--- config.mk ---
export PLATFORM = sky130hd
export DESIGN_NAME = accel_spi_reader
export DESIGN_NICKNAME = d
export VERILOG_FILES = /design/src/rtl/accel_spi_reader.sv
export SDC_FILE = /design/constraint.sdc
export NUM_CORES = 1
export LEC_CHECK = 0
export CAP_MARGIN = 20
export CORE_AREA = 2 2 95 107
export DETAILED_ROUTE_END_ITERATION = 8
export DIE_AREA = 0 0 97 109
export PLACE_DENSITY = 0.83
export SLEW_MARGIN = 5
export SYNTH_ARGS = -nofsm -noshare
export SYNTH_HDL_FRONTEND = slang
export SYNTH_SLANG_ARGS = --single-unit
--- constraint.sdc ---
create_clock -name clk -period 1.88 [get_ports clk]
set_input_delay 0.282 -clock clk [delete_from_list [all_inputs] [get_ports clk]]
set_output_delay 0.282 -clock clk [all_outputs]
set_load 0.05 [all_outputs]
--- src/rtl/accel_spi_reader.sv ---
// accel_spi_reader: SPI mode-0 master for an ADXL362-class accelerometer.
// Writes POWER_CTL once to enable measurement, then burst-reads XL..YH on a
// fixed launch period and publishes the 12-bit X/Y samples.
module accel_spi_reader #(
   parameter int CLK_DIV       = 50,
   parameter int SAMPLE_PERIOD = 100000,
   parameter int CS_GAP        = 50
) (
   input  logic        clk,
   input  logic        rst,
   input  logic        miso,
   output logic        sclk,
   output logic        mosi,
   output logic        cs_n,
   output logic [11:0] x_acc,
   output logic [11:0] y_acc,
   output logic        data_valid,
   output logic        init_done
);

   localparam int DIV_W = $clog2(CLK_DIV);
   localparam int GAP_W = $clog2(CS_GAP + 1);
   localparam int TMR_W = $clog2(SAMPLE_PERIOD + 1);

   localparam logic [DIV_W-1:0] DIV_LAST   = DIV_W'(CLK_DIV - 1);
   localparam logic [GAP_W-1:0] GAP_LAST   = GAP_W'(CS_GAP - 1);
   localparam logic [TMR_W-1:0] TMR_RELOAD = TMR_W'(SAMPLE_PERIOD - 1);

   localparam logic [23:0] CFG_HDR  = 24'h0A2D02;
   localparam logic [23:0] READ_HDR = 24'h0B0E00;
   localparam logic [5:0]  CFG_LAST = 6'd23;
   localparam logic [5:0]  RD_LAST  = 6'd47;

   typedef enum logic [2:0] {
      ST_INIT_GAP,
      ST_CFG,
      ST_GAP,
      ST_WAIT,
      ST_READ,
      ST_UPDATE
   } state_t;

   typedef enum logic [1:0] {
      PH_LEAD,
      PH_LOW,
      PH_HIGH,
      PH_TRAIL
   } phase_t;

   state_t           state_q, state_d;
   phase_t           ph_q, ph_d;
   logic [DIV_W-1:0] div_q, div_d;
   logic [5:0]       bit_q, bit_d;
   logic [GAP_W-1:0] gap_q, gap_d;
   logic [TMR_W-1:0] tmr_q, tmr_d;
   logic [23:0]      tx_q, tx_d;
   logic [23:0]      rx_q, rx_d;
   logic             sclk_d, mosi_d, cs_n_d;
   logic [11:0]      x_d, y_d;
   logic             dv_d, init_d;
   logic             launch_cfg, launch_rd;
   logic             rx_keep;
   logic [5:0]       last_bit;

   // Only the 24 payload bits are shifted in: XL, XH[3:0], YL, YH[3:0].
   // Bytes 0-1 and the high nibbles of bytes 3 and 5 are skipped.
   assign rx_keep  = (bit_q >= 6'd16) &&
                     !(((bit_q[5:3] == 3'd3) || (bit_q[5:3] == 3'd5)) && !bit_q[2]);
   assign last_bit = (state_q == ST_CFG) ? CFG_LAST : RD_LAST;

   // State, counters and registered SPI/sample outputs.
   always_ff @(posedge clk) begin
      if (rst) begin
         state_q    <= ST_INIT_GAP;
         ph_q       <= PH_LEAD;
         div_q      <= '0;
         bit_q      <= '0;
         gap_q      <= '0;
         tmr_q      <= '0;
         tx_q       <= '0;
         rx_q       <= '0;
         sclk       <= 1'b0;
         mosi       <= 1'b0;
         cs_n       <= 1'b1;
         x_acc      <= '0;
         y_acc      <= '0;
         data_valid <= 1'b0;
         init_done  <= 1'b0;
      end else begin
         state_q    <= state_d;
         ph_q       <= ph_d;
         div_q      <= div_d;
         bit_q      <= bit_d;
         gap_q      <= gap_d;
         tmr_q      <= tmr_d;
         tx_q       <= tx_d;
         rx_q       <= rx_d;
         sclk       <= sclk_d;
         mosi       <= mosi_d;
         cs_n       <= cs_n_d;
         x_acc      <= x_d;
         y_acc      <= y_d;
         data_valid <= dv_d;
         init_done  <= init_d;
      end
   end

   // Next-state, bit engine, sample timer and output decode.
   always_comb begin
      state_d    = state_q;
      ph_d       = ph_q;
      div_d      = div_q;
      bit_d      = bit_q;
      gap_d      = gap_q;
      tmr_d      = tmr_q;
      tx_d       = tx_q;
      rx_d       = rx_q;
      sclk_d     = sclk;
      mosi_d     = mosi;
      cs_n_d     = cs_n;
      x_d        = x_acc;
      y_d        = y_acc;
      dv_d       = 1'b0;
      init_d     = init_done;
      launch_cfg = 1'b0;
      launch_rd  = 1'b0;

      if ((state_q != ST_INIT_GAP) && (state_q != ST_CFG)) begin
         tmr_d = (tmr_q == '0) ? '0 : tmr_q - 1'b1;
      end

      case (state_q)
         ST_INIT_GAP: begin
            if (gap_q == GAP_LAST) launch_cfg = 1'b1;
            else                   gap_d = gap_q + 1'b1;
         end

         // UPDATE is the first cs_n-high cycle, so it counts toward the gap;
         // a due read launches straight out of the last gap cycle.
         ST_GAP, ST_UPDATE: begin
            if (gap_q == GAP_LAST) begin
               if (tmr_q == '0) launch_rd = 1'b1;
               else             state_d = ST_WAIT;
            end else begin
               gap_d   = gap_q + 1'b1;
               state_d = ST_GAP;
            end
         end

         ST_WAIT: begin
            if (tmr_q == '0) launch_rd = 1'b1;
         end

         ST_CFG, ST_READ: begin
            case (ph_q)
               PH_LEAD: begin
                  ph_d   = PH_LOW;
                  div_d  = '0;
                  mosi_d = tx_q[23];
                  tx_d   = {tx_q[22:0], 1'b0};
               end
               PH_LOW: begin
                  if (div_q == DIV_LAST) begin
                     div_d  = '0;
                     ph_d   = PH_HIGH;
                     sclk_d = 1'b1;
                     if ((state_q == ST_READ) && rx_keep) rx_d = {rx_q[22:0], miso};
                  end else begin
                     div_d = div_q + 1'b1;
                  end
               end
               PH_HIGH: begin
                  if (div_q == DIV_LAST) begin
                     div_d  = '0;
                     sclk_d = 1'b0;
                     if (bit_q == last_bit) begin
                        ph_d = PH_TRAIL;
                     end else begin
                        bit_d  = bit_q + 1'b1;
                        ph_d   = PH_LOW;
                        mosi_d = tx_q[23];
                        tx_d   = {tx_q[22:0], 1'b0};
                     end
                  end else begin
                     div_d = div_q + 1'b1;
                  end
               end
               default: begin
                  cs_n_d = 1'b1;
                  mosi_d = 1'b0;
                  gap_d  = '0;
                  if (state_q == ST_CFG) begin
                     init_d  = 1'b1;
                     tmr_d   = '0;
                     state_d = ST_GAP;
                  end else begin
                     x_d     = {rx_q[15:12], rx_q[23:16]};
                     y_d     = {rx_q[3:0], rx_q[11:4]};
                     dv_d    = 1'b1;
                     state_d = ST_UPDATE;
                  end
               end
            endcase
         end

         default: state_d = ST_INIT_GAP;
      endcase

      if (launch_cfg || launch_rd) begin
         state_d = launch_cfg ? ST_CFG : ST_READ;
         ph_d    = PH_LEAD;
         div_d   = '0;
         bit_d   = '0;
         gap_d   = '0;
         cs_n_d  = 1'b0;
         sclk_d  = 1'b0;
         mosi_d  = 1'b0;
         tx_d    = launch_cfg ? CFG_HDR : READ_HDR;
         if (launch_rd) tmr_d = TMR_RELOAD;
      end
   end

endmodule

Yosys cells after proc, flatten, opt, wreduce, memory -nomap -nowiden
Cells that the tools add are included.
{ "totals": {"reg_bits": 117, "latchBits": 0, "ramBits": 0, "rom_bits": 0, "inputBits": 3, "output_inout_bits": 29, "word_cells": 132, "mem_count": 0} }
{ "classes": {"add_sub_neg": 4, "multipliers": 0, "div": 0, "n_lt_le_gt_ge": 1, "eq_ne": 24, "shift": 0, "n_mux": 45, "bitwise_logic": 5, "n_reduce_logical": 38} }
{ "op_table": {"columns": ["op", "count"], "rows": [
  ["$mux 17", 8],
  ["$mux 24", 4],
  ["$pmux 24 s2", 1],
  ["$mux 6", 4],
  ["$pmux 6 s2", 2],
  ["$reduce_and 4->1", 6],
  ["$add 6x1->6 const B", 3],
  ["$mux 3", 6],
  ["$logic_not 17->1", 1],
  ["$sub 17x1->17 const B", 1],
  ["$eq 6x6->1 const B", 2],
  ["$mux 1", 12],
  ["$reduce_and 3->1", 4],
  ["$ne 2x2->1 const B", 5],
  ["$reduce_or 2->1", 5],
  ["$eq 3x2->1 const B", 3],
  ["$eq 3x3->1 const B", 3],
  ["$ne 3x3->1 const B", 3],
  ["$pmux 3 s3", 1],
  ["$reduce_bool 3->1", 3],
  ["$reduce_bool 2->1", 4],
  ["$eq 6x6->1", 1],
  ["$ge 6x5->1 const B", 1],
  ["$mux 2", 3],
  ["other kinds (18)", 31]
]} }

Logic depth before layout (Yosys ltp)
Gate-level depths: netlist of run 1.
{ "logic_depth": {"word_depth": 8, "mapped_depth": 10, "depth_no_buf": 8} }

Worst setup path after synthesis of run 1
Ideal clock, no wire load.
{ "synth_timing": {"path_type": "flip-flop to flip-flop", "from": "register tmr_q[0]", "to": "register gap_q[0]", "setup_ps": 64, "arrival_ps": 1977, "required_time_ps": 1816, "path_slack_ps": -161, "path_stages_with_launch": 11, "n_path_buf": 2, "synth_period_minus_slack_ps": 2041, "cell_sequence": "dfxtp_1 inv_1 ha_1 nor4b_1 and4b_1 buf_2 a21boi_4 or3_1 buf_4 a21o_4 nor2_1"} }
{ "synth_between": {"elab_chain_cells": 6} }
{ "synth_lines": {"columns": ["element", "line", "text"], "rows": [
  ["from (decl)", "55", "logic [TMR_W-1:0] tmr_q, tmr_d;"],
  ["from (signal assigned)", "95", "tmr_q <= tmr_d;"],
  ["$logic_not 17->1 *", "142, 151", null],
  ["$mux 1 *", "142, 151", null],
  ["$mux 1", "141", "if (gap_q == GAP_LAST) begin"],
  ["$pmux 1 s2 *", "132", "case (state_q)"],
  ["$logic_or 1x1->1 *", "209", "if (launch_cfg || launch_rd) begin"],
  ["$reduce_or 2->1 (no source line) *", null, null],
  ["to (signal assigned)", "94", "gap_q <= gap_d;"],
  ["to (decl)", "54", "logic [GAP_W-1:0] gap_q, gap_d;"]
]} }
Every way passes the cells marked *; elsewhere a longest branch is shown, timed or not.
A chain may end at the register's enable or synchronous reset.

Worst setup path after layout of run 1
{ "layout_timing": {"from": "register gap_q[1]", "to": "register bit_q[2]"} }
{ "layout_between": {"elab_chain_cells": 5, "elab_cells_between_ends": 7, "cone_classes": "eq/ne: 1; mux: 4; reduce/logical: 2"} }
{ "layout_lines": {"columns": ["element", "line", "text"], "rows": [
  ["$eq 6x6->1 *", "134, 141", null],
  ["$mux 1, on equally long branches", "141, 134", null],
  ["$pmux 1 s2 / $mux 1 (equally long branches)", "132", null],
  ["$logic_or 1x1->1 *", "209", null],
  ["$reduce_or 2->1 (no source line) *", null, null],
  ["to (signal assigned)", "93", "bit_q <= bit_d;"],
  ["to (decl)", "53", "logic [5:0] bit_q, bit_d;"]
]} }
Marked as above.

==> summary.txt, run 1 <==
setup total negative slack = -8140 ps
Worst Hold Class = primary input to flip-flop
IO Port Bufs = 31
drt wl/cell = 21.3 um
CTS tree = done
Synth Flop Type = dfxtp_1
filler instances = 529
clk_skew = 13.3 ps
CTS root buf = clkbuf_8
area post-placement = 5750 um2
initial DRC count = 547
CP startpoint kind = flip-flop
Critical Path Fanout Max = 6
Internal = 4.55 mW
crit path time final = 2170 ps
clock slew seen by the registers of the worst setup and hold paths = 60 ps
ant diodes = 0
drt pass-1 iters = 9
static leakage = 3.00 nW
Final ANT Viol Nets = 0
Sw Pwr = 1.37 mW
syn_area_per_cell = 8.64 um2
post-synth top area cell = dfxtp_1
Post-Synthesis Net Count = 582
area of the core = 9560 um2
routability cong. = 0.827
synthesized area = 4920 um2
setup slack, reg-to-reg = -290 ps
Synth top cells by count = dfxtp_1 (116), nand2_1 (103), nor2_1 (69), a21oi_1 (61), mux2i_1 (25)
Unique masters post-synth = 54
max-slew violation count = 0
area of the multi-input gates = 2940 um2
Post-Place Cells = 747
Die Footprint = 10,600 um2
Seq/Total Area, Yosys = 47.2%
clock tree buffer depth = 2
largest net degree at the start of global routing = 35
antenna violations before repair = 0
WS Path Type = flip-flop to flip-flop
clock latency on the worst-skew pair = 540 ps
fin worst setup slack = -286 ps
flops & latches, synth = 116
Max rail drop VDD = 0.000963 V
Via density = 6.18
pre-CTS WS = -144 ps
final hold vios = 0
share of cells above drive strength 1 = 31.9%
Comb pwr share = 2.5%
Initial Utilization = 51.5%
non-filler cells in the finished layout = 804
sw frac = 23.1%
PwrDens = 829 nW/um2
Nets = 684
vias in the first global route = 4,493
Area growth syn-to-layout = 45.3%
Detail Placement HPWL = 7550 um
standard-cell row count = 38
RSZ-0062 raised after global routing = true
die height = 109 um
Sink Count = 116
fmax = 462 MHz
DR DRC count = 1
die width = 97 um
final hold slack = 381 ps
Critical Path Sink Type = flip-flop
fin area = 7140 um2
Worst EP arrival = 2590 ps
failing checks = design-rule violations, negative setup slack
top-count cell post-synth = dfxtp_1
number of flops mapped to enable cells by yosys = 0
synthesis warning total = 0
# IOs = 32
synthesized instance count = 569
status = complete, but fails checks
post-layout util = 74.8%
Area contributors post-synth = dfxtp_1 (47%), nand2_1 (7.9%), a21oi_1 (6.2%), nor2_1 (5.3%), mux2i_1 (5.1%)
clock share of power = 55.8%
Post-synth ARST share = 0%
Total Power = 5.92 mW
CP required = 2300 ps
# setup viols final = 71
Congestion Overflow GR = 0
CTS Buf Count = 17
Routed WL = 17,100 um
Overall Global Routing Usage = 25.9%
via count = 4,966
first-pass GRT wire length = 21,800 um
relative slew slack = 64.8%
CTS H-Tree Depth = 4
actual slew at the worst max-slew pin = 529 ps
register area = 2340 um2
fin crit share = 115%
max_cap viols = 0
Seq pwr share = 41.7%
post-synth top area share = 47.2%
==> routing by layer <==
layer	GRT usage, %	routed length, um	vias up
met4	13.5	1110	0
met5	0	0	-
met3	6.09	1360	121
li1	-	-	2161
met1	27.9	6060	2351
met2	47.5	8580	333
==> power by group through the flow <==
stage,Clock [mW],Sequential (mW),Combinational [mW]
global placement,0,2.52,0.0900
global route,3.41,2.47,0.154
detailed placement,0,2.52,0.0920
floorplan,0,2.52,0.0643
finish,3.31,2.47,0.149
CTS,3.25,2.47,0.112
==> area by class of cell <==
| class | instances | area share (%) |
|---|---|---|
| Multi-Input combinational cell | 416 | 41.2 |
| Tap cell | 120 | 2.10 |
| Clock buffer | 18 | 5.85 |
| Timing Repair Buffer | 110 | 15.2 |
| Clock inverter | 14 | 2.43 |
| Sequential cell | 116 | 32.7 |
| Inverter | 10 | 0.525 |
==> critical path, stage by stage, from the launching register on <==
cell and delay (ps):
dfxtp_1 350, inv_1 80, ha_1 220, and3_4 220
a2bb2oi_4 190, a21boi_4 90, or3_4 460, buf_12 180
a311oi_2 260
==> kinds of logic after synthesis <==
| logic type | share of synthesized area [%] |
|---|---|
| muxes | 5.32 |
| AOI/OAI and AO/OA | 15.3 |
| DFF | 47.2 |
| adders and majority gates | 2.54 |
| buffers and inverters | 3.76 |
| and+or+nand+nor | 21.8 |
| xor gates and xnor gates | 4.10 |
==> worst paths after layout <==
kind | startpoint | end | cells after the start
setup / recovery | gap_q[1] | bit_q[2] | 8
hold / removal | miso | rx_q[0] | 3
setup reg to reg | gap_q[1] | bit_q[2] | 8
hold reg to reg | y_acc[6] | y_acc[6] | 2
==> registers in the layout, indices dropped and copies added (netlist names), 3 cells and up <==
signal,count
rx_q,24
tx_q,23
tmr_q,17
x_acc,12
y_acc,12
bit_q,6
div_q,6
gap_q,6
state_q,3
==> layout by cell type (no fill, tap or decap), types with 4 or more instances in the layout <==
cell type	instances
a21oi_1	50
a21oi_2	9
a31oi_1	7
and3_1	6
buf_12	5
buf_4	59
buf_6	7
clkbuf_16	20
clkinvlp_4	4
dfxtp_1	109
dfxtp_2	4
dlygate4sd2_1	29
ha_1	7
inv_1	7
inv_6	5
mux2i_1	24
nand2_1	93
nand2_2	5
nand2_4	5
nand2b_1	4
nand3_1	7
nand4_1	8
nor2_1	51
nor2_2	14
nor2_4	4
o21ai_0	11
o21ai_2	6
xnor2_1	10
xor2_1	10
==> repair_timing <==
item | in CTS | in global routing
setup endpoints to repair | 116 | 88
gates cloned | 3 | 5
pin swaps | 19 | 24
resized for setup | 77 | 82
buffers inserted | 11 | 7
hold buffers | 1 | 0
endpoints found under the hold margin | 1 | 0
(Power assumes the default switching activity.)
==> run 2: changes to the inputs <==
Settings changed: TNS_END_PERCENT from default to 1.
==> run 2 against run 1 <==
Compared with the run above: the run ends with negative setup slack left; worst hold slack got worse by 300 ps; combinational power shrank 29%; design area down 8.5%; power down 3.0%; cell count fell by 2.5%; clock power decreased by 4%; first-iteration DRC count rose by 5.3%; non-clock buffer count decreased by 19; utilization fell by 6.4 points; critical path type unchanged.
==> summary.txt, run 2 (synthesized netlist as in run 1, its figures left out) <==
Area growth syn-to-layout = 32.9% (was 45.3%)
Worst Hold Class = primary input to flip-flop (unchanged)
Worst Path Buf+Inv = 3 (was 2)
hold buffer count at CTS = 0 (was 1)
clock slew seen by the registers of the worst setup and hold paths = 60 ps (about the same)
area of the multi-input gates = 2640 um2 (was 2940 um2)
vias in the first global route = 4,357 (was 4,493)
Critical Path Fanout Max = 4 (was 6)
initial DRC count = 576 (was 547)
ant diodes = 0 (unchanged)
clock latency on the worst-skew pair = 530 ps (was 540 ps)
first-pass GRT wire length = 20,300 um (was 21,800 um)
max_cap viols = 0 (unchanged)
CP max stage delay = 320 ps (was 460 ps)
final hold vios = 0 (unchanged)
# IOs = 32 (unchanged)
CTS H-Tree Depth = 4 (unchanged)
drt pass-1 iters = 7 (was 9)
crit path cell chain = inv_1 > ha_1 > and3_4 > buf_4 > nand2_2 > nor4_4 > buf_4 > nor3b_4 > o21a_1 > o2bb2ai_1 (was inv_1 > ha_1 > and3_4 > a2bb2oi_4 > a21boi_4 > or3_4 > buf_12 > a311oi_2)
failing checks = negative setup slack (was design-rule violations, negative setup slack)
Post-Place Cells = 750 (was 747)
commonest non-fill, non-tap cell in the layout = dfxtp_1 (unchanged)
CTS Buf Count = 17 (unchanged)
area of the core = 9560 um2 (unchanged)
register name with the most flops = rx_q (unchanged)
CTS tree = done (unchanged)
drt wl/cell = 17.8 um (was 21.3 um)
final hold slack = 77.1 ps (was 381 ps)
routability cong. = 0.803 (was 0.827)
pre-CTS WS = -224 ps (was -144 ps)
fmax = 497 MHz (was 462 MHz)
Nets = 664 (was 684)
Final ANT Viol Nets = 0 (unchanged)
die width = 97 um (unchanged)
Critical Path Sink Type = flip-flop (unchanged)
Max rail drop VDD = 0.000804 V (was 0.000963 V)
Initial Utilization = 51.5% (unchanged)
delay-heaviest family, CP = simple AND/OR/NAND/NOR gates (unchanged)
Detail Placement HPWL = 7630 um (was 7550 um)
crit path time final = 2010 ps (was 2170 ps)
largest net degree at the start of global routing = 36 (was 35)
CTS root buf = clkbuf_8 (unchanged)
relative slew slack = 65.2% (was 64.8%)
clk_skew = 6.70 ps (was 13.3 ps)
antenna violations before repair = 0 (unchanged)
clock tree buffer depth = 2 (unchanged)
slowest CP cell = dfxtp_2 (was or3_4)
standard-cell row count = 38 (unchanged)
most frequent cells in the layout = dfxtp_1 (109), nand2_1 (102), nor2_1 (63) (was dfxtp_1 (109), nand2_1 (93), buf_4 (59))
Routed WL = 13,900 um (was 17,100 um)
via count = 4,648 (was 4,966)
static leakage = 2.72 nW (was 3.00 nW)
die height = 109 um (unchanged)
RSZ-0062 raised after global routing = true (unchanged)
filler instances = 628 (was 529)
Die Footprint = 10,600 um2 (unchanged)
CP most frequent cell = buf_4
actual slew at the worst max-slew pin = 524 ps (was 529 ps)
setup total negative slack = -2200 ps (was -8140 ps)
status = complete, but fails checks (unchanged)
fin worst setup slack = -134 ps (was -286 ps)
max FFs per register = 24 (unchanged)
DR DRC count = 0 (was 1)
Sink Count = 116 (unchanged)
share of cells above drive strength 1 = 22.4% (was 31.9%)
CP startpoint kind = flip-flop (unchanged)
Congestion Overflow GR = 0 (unchanged)
fin crit share = 107% (was 115%)
Overall Global Routing Usage = 23.9% (was 25.9%)
non-filler cells in the finished layout = 784 (was 804)
register area = 2330 um2 (was 2340 um2)
IO Port Bufs = 31 (unchanged)
Largest regs = rx_q: 24 flops, tx_q: 23 flops, tmr_q: 17 flops (unchanged)
post-layout util = 68.4% (was 74.8%)
Via density = 5.93 (was 6.18)
# setup viols final = 52 (was 71)
CP required = 2290 ps (was 2300 ps)
WS Path Type = flip-flop to flip-flop (unchanged)
max-slew violation count = 0 (unchanged)
PwrDens = 879 nW/um2 (was 829 nW/um2)
Worst EP arrival = 2420 ps (was 2590 ps)
[run 2: changes by cell type in the layout (fill, tap and decap cells not counted), sizes merged]
cell / change
buf: -14
clkinv: +2
dlygate4sd3: -1
nand2b: -1
clkbuf: -5
bufinv: -1
[run 2: worst paths after layout]
path	slack [ps]	depth (start not counted)	start	endpoint
setup / recovery	-130	10	gap_q[1]	tx_q[1]
hold / removal	80	2	rst	state_q[2]
hold reg to reg	450	2	x_acc[4]	x_acc[4]
setup reg to reg	-130	10	gap_q[1]	tx_q[1]
[run 2: power breakdown]
group	switching [mW]	internal [mW]	leakage (nW)
Combinational	0.0669	0.0395	1.51
Sequential	0.00491	2.46	0.938
Clock	1.26	1.91	0.274
Total	1.33	4.42	2.72
[run 2: repair_timing]
item	in CTS	in global routing
pin swaps	1	8
setup endpoints to repair	112	72
setup buffers	0	2
gates resized for setup	44	34
gates cloned	0	0
[run 2: area by class of cell]
type / count / area share [%]
timing repair buffer: 91 / 12.0
clock inverter: 15 / 2.62
inverter: 10 / 0.574
tap: 120 / 2.30
clock buffer: 17 / 6.34
multi-input combinational: 415 / 40.5
sequential: 116 / 35.7
[run 2: layer usage]
metal | vias to the layer above | track usage, % | part of all wire, %
met1 | 2227 | 26.0 | 38
met4 | 0 | 10.3 | 3.9
met2 | 242 | 44.2 | 52
met5 | - | 0 | 0
li1 | 2117 | - | -
met3 | 62 | 6.22 | 6.6
[run 2: through the flow]
| step | power [mW] | area (um2) |
|---|---|---|
| 6_report | 5.75 | 6540 |
| 5_1_grt | 5.87 | 6540 |
| 4_1_cts | 5.75 | 6360 |
| 3_5_place_dp | 2.61 | 5750 |
| 3_3_place_gp | 2.61 | 5750 |
| 2_1_floorplan | 2.59 | 4950 |
[run 2: worst register-to-register path, cell delays in order (launching register included)]
cell and delay (ps):
dfxtp_2 320, inv_1 50, ha_1 160, and3_4 240, buf_4 150, nand2_2 90, nor4_4 270, buf_4 210
nor3b_4 50, o21a_1 210, o2bb2ai_1 140
==> run 3: changes to the inputs <==
Settings changed: CELL_PAD_IN_SITES_DETAIL_PLACEMENT from default to 1, CELL_PAD_IN_SITES_GLOBAL_PLACEMENT from default to 2, CORE_AREA 2 2 95 107 to 2 2 120 134, DIE_AREA 0 0 97 109 to 0 0 122 136, SETUP_SLACK_MARGIN from default to 0.02.
==> run 3 against run 2 <==
Compared with the run above: the flow still finishes with violations (negative setup slack); flip-flop and latch count unchanged; worst hold slack better by 190 ps; maximum frequency is 2.8% higher; clock-buffer cell count is 2 higher; design area up 2.3%; critical path depth fell by 3; non-clock buffer count is 11 higher; clock skew up 1.2 ps; via count down 7.8%; sequential share of layout area is 0.80 points lower; setup slack improved by 55 ps; critical path type unchanged; largest power group unchanged.
==> summary.txt, run 3 (synthesized netlist as in run 1, its figures left out) <==
drt pass-1 iters = 4 (was 7)
failing checks = negative setup slack (unchanged)
Die Footprint = 16,600 um2 (was 10,600 um2)
share of cells above drive strength 1 = 21.9% (was 22.4%)
RSZ-0062 raised after global routing = true (unchanged)
max-slew violation count = 0 (unchanged)
crit path time final = 1960 ps (was 2010 ps)
fin crit share = 104% (was 107%)
Via density = 4.90 (was 5.93)
Worst EP arrival = 2260 ps (was 2420 ps)
antenna violations before repair = 0 (unchanged)
filler instances = 1,815 (was 628)
most frequent cells in the layout = dfxtp_1 (111), nand2_1 (103), nor2_1 (64) (was dfxtp_1 (109), nand2_1 (102), nor2_1 (63))
Final ANT Viol Nets = 0 (unchanged)
commonest non-fill, non-tap cell in the layout = dfxtp_1 (unchanged)
relative slew slack = 65.7% (was 65.2%)
reg-to-reg critical path endpoint = gap_q[2] (was tx_q[1])
PwrDens = 844 nW/um2 (was 879 nW/um2)
Setup crit end = gap_q[2] (was tx_q[1])
Max rail drop VDD = 0.000645 V (was 0.000804 V)
initial DRC count = 123 (was 576)
Critical Path Sink Type = flip-flop (unchanged)
actual slew at the worst max-slew pin = 514 ps (was 524 ps)
Detail Placement HPWL = 8880 um (was 7630 um)
routability cong. = 0.816 (was 0.803)
Nets = 675 (was 664)
CTS H-Tree Depth = 4 (unchanged)
drt wl/cell = 14.8 um (was 17.8 um)
register name with the most flops = rx_q (unchanged)
R2R Path Start = tmr_q[5] (was gap_q[1])
max FFs per register = 24 (unchanged)
CTS Buf Count = 17 (unchanged)
Routed WL = 13,000 um (was 13,900 um)
area of the multi-input gates = 2560 um2 (was 2640 um2)
clock slew seen by the registers of the worst setup and hold paths = 60 ps (about the same)
CTS root buf = clkbuf_16 (was clkbuf_8)
static leakage = 2.96 nW (was 2.72 nW)
max_cap viols = 0 (unchanged)
die height = 136 um (was 109 um)
crit path from = tmr_q[5] (was gap_q[1])
CP required = 2180 ps (was 2290 ps)
first-pass GRT wire length = 22,100 um (was 20,300 um)
clock latency on the worst-skew pair = 420 ps (was 530 ps)
CP startpoint kind = flip-flop (unchanged)
Initial Utilization = 32.1% (was 51.5%)
pre-CTS WS = -176 ps (was -224 ps)
setup slack, reg-to-reg = -80 ps (was -130 ps)
Overall Global Routing Usage = 16.6% (was 23.9%)
vias in the first global route = 4,638 (was 4,357)
largest net degree at the start of global routing = 51 (was 36)
# IOs = 32 (unchanged)
clk_skew = 7.86 ps (was 6.70 ps)
area of the core = 15,300 um2 (was 9560 um2)
standard-cell row count = 48 (was 38)
CTS tree = done (unchanged)
via count = 4,287 (was 4,648)
ant diodes = 0 (unchanged)
FF-to-FF path depth = 7 (was 10)
DR DRC count = 0 (unchanged)
register area = 2330 um2 (unchanged)
Largest regs = rx_q: 24 flops, tx_q: 23 flops, tmr_q: 17 flops (unchanged)
Total Power = 5.64 mW (was 5.75 mW)
clock tree buffer depth = 2 (unchanged)
fin worst setup slack = -78.9 ps (was -134 ps)
status = complete, but fails checks (unchanged)
IO Port Bufs = 31 (unchanged)
die width = 122 um (was 97 um)
Critical Path Fanout Max = 6 (was 4)
Area growth syn-to-layout = 35.9% (was 32.9%)
final hold vios = 0 (unchanged)
Worst Hold Class = primary input to flip-flop (unchanged)
hold buffer count at CTS = 0 (unchanged)
fmax = 510 MHz (was 497 MHz)
Sink Count = 116 (unchanged)
Congestion Overflow GR = 0 (unchanged)
WS Path Type = flip-flop to flip-flop (unchanged)
# setup viols final = 42 (was 52)
-- run 3: changes by cell type in the layout (fill, tap and decap cells not counted), sizes merged, moves of 3 or more --
cell          delta
dlygate4sd2     -16
buf             +11
dlymetal6s2s    +14
clkinv           +3
-- run 3: report_power, final --
part	internal (mW)	switching, mW
registers	2.46	0.00559
clock network	1.87	1.20
logic	0.0452	0.0625
-- run 3: timing repair --
item,in CTS,in global routing
resized for setup,31,32
hold endpoints to repair,0,0
setup buffers,2,0
pin swaps,4,4
endpoints found under the setup margin,93,91
-- run 3: worst min path at each step --
stage / from / to / slack (ps) / cells past startpoint
after global placement: tx_q[14] / tx_q[15] / 440 / 2
after floorplan: miso / rx_q[0] / 430 / 2
final: rst / tmr_q[16] / 270 / 4
after CTS: rst / tmr_q[16] / 260 / 4
after global routing: rst / tmr_q[16] / 300 / 4
after detailed placement: y_acc[10] / y_acc[10] / 450 / 2
-- run 3: cell type report --
class                           instances  area share, %
Inverter                               10          0.562
Tap cell                              200           3.74
Sequential cell                       116           34.9
Clock buffer                           19           6.63
Clock inverter                         13           1.87
Multi-Input combinational cell        415           38.2
Timing Repair Buffer                  102           14.0
-- run 3: stage by stage --
stage	cell area, um2	hold WS [ps]	instances	util [%]	TNS (ps)
3_3_place_gp	5940	437	841	38.8	-2730
3_5_place_dp	5940	449	841	38.8	-4560
5_1_grt	6680	303	875	43.6	-5530
4_1_cts	6580	261	875	43.0	-1480
2_1_floorplan	4950	426	569	-	-2680
6_report	6680	268	875	43.6	-1990
-- run 3: worst max-delay path, stage by stage, from the launching register on --
cell and delay (ps):
dfxtp_2 310, or4_4 540, and4b_2 340, a21boi_4 200, or3_4 160, buf_8 130, a21o_4 120, nor2_1 40
-- run 3: per-layer routing --
layer  wire length, um  vias up  global-route usage, %
met2              6600       47                   29.2
li1                  -     2146                      -
met1              5780     2066                   19.3
met5                 0        -                      0
met3               282       28                   4.07
met4               314        0                   6.58
